--- src/rtl/gpio_input_conditioner.sv ---
// Per-bit GPIO input conditioning: multi-flop synchronizer, persistence-based debounce,
// sticky rise/fall flags with write-one-to-clear, and a one-cycle any-change pulse.
module gpio_input_conditioner #(
    parameter int               WIDTH           = 10,
    parameter int               SYNC_STAGES     = 2,
    parameter int               DEBOUNCE_CYCLES = 500000,
    parameter logic [WIDTH-1:0] RESET_LEVEL     = '0
) (
    input  logic             clk,
    input  logic             reset,
    input  logic [WIDTH-1:0] pins_i,
    input  logic [WIDTH-1:0] clear_i,
    output logic [WIDTH-1:0] level_o,
    output logic [WIDTH-1:0] rise_o,
    output logic [WIDTH-1:0] fall_o,
    output logic             change_o
);

    localparam int CW = (DEBOUNCE_CYCLES > 1) ? $clog2(DEBOUNCE_CYCLES) : 1;
    localparam logic [CW-1:0] CNT_MAX = CW'(DEBOUNCE_CYCLES - 1);

    logic [WIDTH-1:0] sync_p0 [SYNC_STAGES];
    logic [WIDTH-1:0] sync_w;

    logic [CW-1:0]    cnt_p1 [WIDTH];
    logic [CW-1:0]    cnt_d  [WIDTH];
    logic [WIDTH-1:0] level_p1;
    logic [WIDTH-1:0] level_d;
    logic [WIDTH-1:0] rise_p1;
    logic [WIDTH-1:0] fall_p1;
    logic [WIDTH-1:0] rise_set;
    logic [WIDTH-1:0] fall_set;
    logic             change_p1;

    assign sync_w = sync_p0[SYNC_STAGES-1];

    // Stage p0: metastability synchronizer chain
    always_ff @(posedge clk) begin
        if (reset) begin
            for (int s = 0; s < SYNC_STAGES; s++) begin
                sync_p0[s] <= RESET_LEVEL;
            end
        end else begin
            sync_p0[0] <= pins_i;
            for (int s = 1; s < SYNC_STAGES; s++) begin
                sync_p0[s] <= sync_p0[s-1];
            end
        end
    end

    // Any cycle where the synchronized bit agrees with the level discards progress.
    always_comb begin
        level_d = level_p1;
        for (int i = 0; i < WIDTH; i++) begin
            cnt_d[i] = '0;
            if (sync_w[i] != level_p1[i]) begin
                if (cnt_p1[i] == CNT_MAX) begin
                    level_d[i] = sync_w[i];
                end else begin
                    cnt_d[i] = cnt_p1[i] + CW'(1);
                end
            end
        end
        rise_set = level_d & ~level_p1;
        fall_set = ~level_d & level_p1;
    end

    // Stage p1: debounce counters, accepted level, flags and change pulse
    always_ff @(posedge clk) begin
        if (reset) begin
            for (int i = 0; i < WIDTH; i++) begin
                cnt_p1[i] <= '0;
            end
            level_p1  <= RESET_LEVEL;
            rise_p1   <= '0;
            fall_p1   <= '0;
            change_p1 <= 1'b0;
        end else begin
            for (int i = 0; i < WIDTH; i++) begin
                cnt_p1[i] <= cnt_d[i];
            end
            level_p1  <= level_d;
            rise_p1   <= (rise_p1 & ~clear_i) | rise_set;
            fall_p1   <= (fall_p1 & ~clear_i) | fall_set;
            change_p1 <= |(level_d ^ level_p1);
        end
    end

    assign level_o  = level_p1;
    assign rise_o   = rise_p1;
    assign fall_o   = fall_p1;
    assign change_o = change_p1;

endmodule

--- config.mk ---
export PLATFORM = sky130hd
export DESIGN_NAME = gpio_input_conditioner
export DESIGN_NICKNAME = d
export VERILOG_FILES = /design/src/rtl/gpio_input_conditioner.sv
export SDC_FILE = /design/constraint.sdc
export NUM_CORES = 1
export LEC_CHECK = 0
export CAP_MARGIN = 20
export CORE_AREA = 4 4 159 161
export DETAILED_ROUTE_END_ITERATION = 6
export DIE_AREA = 0 0 163 165
export PLACE_DENSITY = 0.7
export SKIP_CTS_REPAIR_TIMING = 1
export SKIP_LAST_GASP = 1
export SYNTH_ARGS = -nofsm -noshare
export SYNTH_HDL_FRONTEND = slang
export SYNTH_SLANG_ARGS = --single-unit
--- constraint.sdc ---
create_clock -name clk -period 3.05 [get_ports clk]
set_input_delay 0.61 -clock clk [delete_from_list [all_inputs] [get_ports clk]]
set_output_delay 0.61 -clock clk [all_outputs]
set_load 0.05 [all_outputs]
==> impl_metrics.toml, run 1 <==
[status]
status = "completed"

[sta]
fin_crit_ps = 2480
fin_crit_sh_pct = 81.2
max_freq_ghz = 0.404
timing.slew.headroom_pct = 48.9
setup-tns-final_ps = 0
setup_viol = 0
rsz0062_at_grt = "no"
clock_skew_ps = 13.4
hold_viol = 0
final_max_slew_viol_count = 0
worst_pin_slew_ps = 766

[floorplan]
die_w_um = 163
rows = 57
design.core.area_um2 = 24000
die_h_um = 165
io_pins = 53
start_util_pct = 44.5
die_area_um2 = 26900

[yosys]
async_flop_share_pct = 0
synth_common_cells = "dfxtp_1 (241), nor2_1 (196), xnor2_1 (80)"
synth-main-ff-cell = "dfxtp_1"
synth_edf_count = 0
synth_top_area_share_pct = 45.3
syn_nets = 1271
synth_area_leader_cell = "dfxtp_1"
syn_area_per_cell_um2 = 8.74
synth_cell_types = 45
synthCells = 1219
synth_area_um2 = 10700
synth_seq_cells = 241
ys_seq_area_share_pct = 45.3
yosys-top-cells-area = "dfxtp_1 (45%), nor2_1 (6.9%), xnor2_1 (6.6%), xor2_1 (4.5%), a21oi_1 (3.5%)"
yosysWarnings = 0
yosysMostFrequentCell = "dfxtp_1"

[cells_and_area]
num_antenna_cells = 0
nets = 1335
final.fill_count = 2280
multi_input_area_um2 = 5510
seq_area_um2 = 4820
drive_gt1_share_pct = 6.06
area_growth_pct = 17.8

[place]
dp_hpwl_um = 14500
io_buffer_count = 52
gp_congestion = 0.837

[critical_path]
cpPeakStageDelay_ps = 870
cp_cell_sequence = "clkdlybuf4s50_1"
required_ps = 2440
setup.worst_path.end_class = "primary output"
crit_type = "flop to primary output"
start_kind = "flop"
crit_family = "buffers and inverters"
crit_arrival_ps = 1870
crit_fanout = 5
critPathBufInv = 1
cpMaxStageDelayCell = "clkdlybuf4s50_1"

[pwr]
power_switching_share_pct = 19.6
power.share.sequential_pct = 45.7
p_switching_mw = 1.36
ir_drop_uv = 434
p_int_mw = 5.58
p_total_mw = 6.94
p_leak_nw = 3.93
power_frac_clock_pct = 52.9
pwr_density_cell_nw_per_um2 = 553
combPwrFrac_pct = 1.4

[routing]
wl_per_cell_um = 12.9
drc = 0
via_per_inst = 5.20
wirelength_um = 20900
drt_iter0_markers = 476
dr.pass1.iters = 5
vias = 8453
ant_nets = 0

[global_route]
grt.overflow.total = 0
top_usage_layer = "met2"
antenna_found_initial = 0
use_met3_pct = 2.32
use_met1_pct = 21.0
grt_max_degree = 20
grt_pass1_wl_um = 36900
use_met2_pct = 27.1
grtUsageTotal_pct = 15.8
grt_pass1_vias = 8069

[cts]
numCtsBuffers = 27
clk_pin_slew_ps = 60
cts_tree = "built"
cts_sinks = 241
clock_latency_ps = 520
ctsRootBufferMaster = "clkbuf_16"
htreeDepth = 1
clock_path_buffers = 3

[flow_run]
maxCapViolCount = 0

[hold_path]
hold_class = "flop to flop"
per-stage QoR:
stage / utilization, % / std cells / setup slack (ps) / hold slack (ps) / instance area [µm²]
final: 52.4 / 1627 / 572 / 437 / 12600
after global routing: 52.4 / 1627 / 347 / 453 / 12600
after CTS: 52.4 / 1627 / 561 / 438 / 12600
after detailed placement: 48.1 / 1578 / 573 / 423 / 11500
after global placement: 48.1 / 1578 / 593 / 427 / 11500
after floorplan: - / 1219 / 758 / 414 / 10700
sequential cells by signal (all words and copies together) (netlist names):
signal    cells
cnt_p1      190
sync_p0      20
fall_o       10
level_o      10
rise_o       10
change_o      1
cell families after synthesis:
family / synth area share [%]
adder cells (fa/ha/maj): 3.52
AND/OR/NAND/NOR: 29.6
AO/OA/AOI/OAI: 7.52
XOR/XNOR: 11.1
buffers and inverters: 3.02
flip-flops: 45.3
cell type report:
cell class	instances	area share (%)
Sequential cell	241	38.4
Inverter	51	1.53
Clock inverter	18	2.44
Multi-Input combinational cell	900	43.9
Tap cell	324	3.23
Clock buffer	31	5.74
Timing Repair Buffer	62	4.70
cell usage in the layout, fill, tap and decap left out, drive strengths merged, types with 23 or more instances in the layout:
master / Yosys / layout
nand3: 65 / 65
nand4: 54 / 54
or4: 29 / 29
inv: 51 / 52
o21ai: 35 / 35
dfxtp: 241 / 241
xor2: 55 / 55
nor4: 26 / 26
clkbuf: 18 / 31
or3: 30 / 30
ha: 30 / 30
nor2: 196 / 196
nor3: 23 / 23
nand2: 71 / 71
a21oi: 75 / 75
xnor2: 80 / 80
clkdlybuf4s50: 0 / 51
worst register-to-register path: stages (launching register included):
cell     delay, ps
dfxtp_1        340
or4_1          540
or4_4          520
o21ai_0        260
nand2_1        100
ha_1           320
nand4_1         90
nor3_1         140
nor2_1          50
path summary, 6_finish.rpt:
kind            startpoint             end  cells past startpoint  slack (ps)
max             level_o[0]      level_o[0]                      1         570
min          sync_p0[0][0]  sync_p0[0][10]                      1         440
max reg2reg   cnt_p1[8][7]        change_o                      8         580
min reg2reg  sync_p0[0][0]  sync_p0[0][10]                      1         440
metal layers:
layer,vias up,part of all wire [%]
met2,130,46
met1,3877,48
met3,39,3.8
met5,-,0
li1,4407,-
met4,0,2.3
power by group through the flow:
stage | clock (mW) | sequential (mW) | combinational [mW]
2_1_floorplan | 0 | 3.24 | 0.0516
3_3_place_gp | 0 | 3.24 | 0.0950
3_5_place_dp | 0 | 3.24 | 0.0959
4_1_cts | 3.77 | 3.17 | 0.0964
5_1_grt | 3.90 | 3.17 | 0.105
6_report | 3.67 | 3.17 | 0.0937
Note: power is estimated with default switching activity, not from simulation.
==> run 2, diff against run 1 <==
--- a/config.mk
+++ b/config.mk
@@ -9,7 +9,7 @@
 export CORE_AREA = 4 4 159 161
 export DETAILED_ROUTE_END_ITERATION = 6
 export DIE_AREA = 0 0 163 165
-export PLACE_DENSITY = 0.7
+export PLACE_DENSITY = 0.72
 export SKIP_CTS_REPAIR_TIMING = 1
 export SKIP_LAST_GASP = 1
 export SYNTH_ARGS = -nofsm -noshare
==> constraint.sdc (replaced) <==
create_clock -name clk -period 2.2 [get_ports clk]
set_input_delay 0.44 -clock clk [delete_from_list [all_inputs] [get_ports clk]]
set_output_delay 0.44 -clock clk [all_outputs]
set_load 0.05 [all_outputs]
==> run 2 against run 1 <==
Net effect:
- the flow now finishes with violations (setup timing)
- wire length increased by 6.4%
- register-to-register slack worse by 720 ps
- clock power increased by 16%
- non-clock buffer count is 105 higher
- via count increased by 5.2%
- critical path type is now flop to flop
- design area up 6.4%
- core utilization rose by 3.3 points
- cell count up 6.2%
- combinational power grew 54%
- clock skew decreased by 7.6 ps
- worst setup slack worse by 710 ps
==> impl_metrics.toml, run 2 (synthesis results as in run 1) <==
[global_route]
grt.overflow.total = 0
grt_max_degree = 20
antenna_found_initial = 0
grtUsageTotal_pct = 16.5
grt_pass1_wl_um = 38300
grt_pass1_vias = 8564

[place]
io_buffer_count = 52
post_dp_cell_area_um2 = 12400
dp_hpwl_um = 16100
gp_congestion = 0.826
dp_slack_ps = -160

[floorplan]
io_pins = 53
die_w_um = 163
die_h_um = 165
design.core.area_um2 = 24000
rows = 57
start_util_pct = 44.5
die_area_um2 = 26900

[cts]
cts_sinks = 241
clock_latency_ps = 520
ctsRootBufferMaster = "clkbuf_16"
numCtsBuffers = 26
cts_tree = "built"
clock_path_buffers = 3
clk_pin_slew_ps = 60
htreeDepth = 1

[critical_path]
start_kind = "flop"
crit_arrival_ps = 2750
crit_fanout = 3
required_ps = 2610
setup.worst_path.end_class = "flop"
crit_type = "flop to flop"

[sta]
rsz0062_at_grt = "yes"
worst_slack_ps = -136
clock_skew_ps = 5.78
final_max_slew_viol_count = 0
timing.slew.headroom_pct = 55.6
setup_viol = 2
max_freq_ghz = 0.428
worst_pin_slew_ps = 660
hold_viol = 0
fin_crit_ps = 2340
fin_crit_sh_pct = 106

[pwr]
p_switching_mw = 1.77
pwr_density_cell_nw_per_um2 = 659
power.share.sequential_pct = 50.0
p_leak_nw = 4.62
power_frac_clock_pct = 48.3
ir_drop_uv = 453
p_total_mw = 8.80
power_switching_share_pct = 20.1
combPwrFrac_pct = 1.6
p_int_mw = 7.03

[routing]
via_per_inst = 5.15
drt_iter0_markers = 337
vias = 8891
drc = 0
dr.pass1.iters = 6
ant_nets = 0
wirelength_um = 22300
wl_per_cell_um = 12.9

[status]
status = "finished with violations"
violations = "setup timing"

[cells_and_area]
post-route-cell-area_um2 = 13400
drive_gt1_share_pct = 14.0
num_antenna_cells = 0
nets = 1439
largest_reg_flops = 190
final_cell_mix = "dfxtp_1 (237), nor2_1 (196), buf_4 (114)"
regMostFlops = "cnt_p1"
largestRegisters = "cnt_p1 (190), sync_p0 (20)"
area_growth_pct = 25.3
final_common_cell = "dfxtp_1"

[hold_path]
hold_class = "input pin to flop"

[flow_run]
maxCapViolCount = 0
[run 2: cell type report]
type / count / area (µm²)
timing repair buffer: 167 / 1430
multi-input combinational: 900 / 5660
inverter: 51 / 191
tap: 324 / 405
sequential: 241 / 4830
fill: 2196 / 10600
clock buffer: 39 / 751
clock inverter: 6 / 80.1
[run 2: power by group through the flow]
stage | Combinational [mW] | Clock, mW | Sequential [mW]
after detailed placement | 0.146 | 0 | 4.50
after global placement | 0.144 | 0 | 4.50
after floorplan | 0.0718 | 0 | 4.49
after global routing | 0.160 | 4.56 | 4.40
final | 0.144 | 4.25 | 4.40
after CTS | 0.147 | 4.38 | 4.40
[run 2: routing by layer]
metal	global-route usage, %	part of all wire (%)	up-vias
li1	-	-	4616
met1	21.0	46	4123
met2	28.9	48	108
met3	2.47	3.2	44
met4	5.49	2.8	0
met5	0	0	-
[run 2: worst max-delay path, stage by stage, from the launching register on]
cell	delay (ps)
dfxtp_2	320
or4_4	520
or4_4	510
or3_4	370
nand2_4	90
ha_4	130
nand4_1	90
nor3_2	130
nor2_1	60
[run 2: path summary, 6_finish.rpt]
path	startpoint	slack (ps)	end	depth (start not counted)
setup reg to reg	cnt_p1[8][7]	-140	change_o	8
hold reg to reg	cnt_p1[9][0]	430	cnt_p1[9][0]	1
hold / removal	reset	290	fall_o[9]	2
setup / recovery	cnt_p1[8][7]	-140	change_o	8
[run 2: per-stage QoR]
| stage | setup TNS (ps) | util [%] | std cells | hold WS (ps) |
|---|---|---|---|---|
| 2_1_floorplan | -96.4 | - | 1219 | 414 |
| 3_3_place_gp | -123 | 51.6 | 1682 | 418 |
| 3_5_place_dp | -256 | 51.6 | 1682 | 426 |
| 4_1_cts | -855 | 55.1 | 1727 | 279 |
| 5_1_grt | -383 | 55.7 | 1728 | 312 |
| 6_report | -203 | 55.7 | 1728 | 294 |
==> run 3, diff against run 2 <==
--- a/config.mk
+++ b/config.mk
@@ -9,6 +9,7 @@
 export CORE_AREA = 4 4 159 161
 export DETAILED_ROUTE_END_ITERATION = 6
 export DIE_AREA = 0 0 163 165
+export HOLD_SLACK_MARGIN = 0.06
 export PLACE_DENSITY = 0.72
 export SKIP_CTS_REPAIR_TIMING = 1
 export SKIP_LAST_GASP = 1
==> results of run 3 <==
Final layout, timing and power as in run 2 (identical DEF).
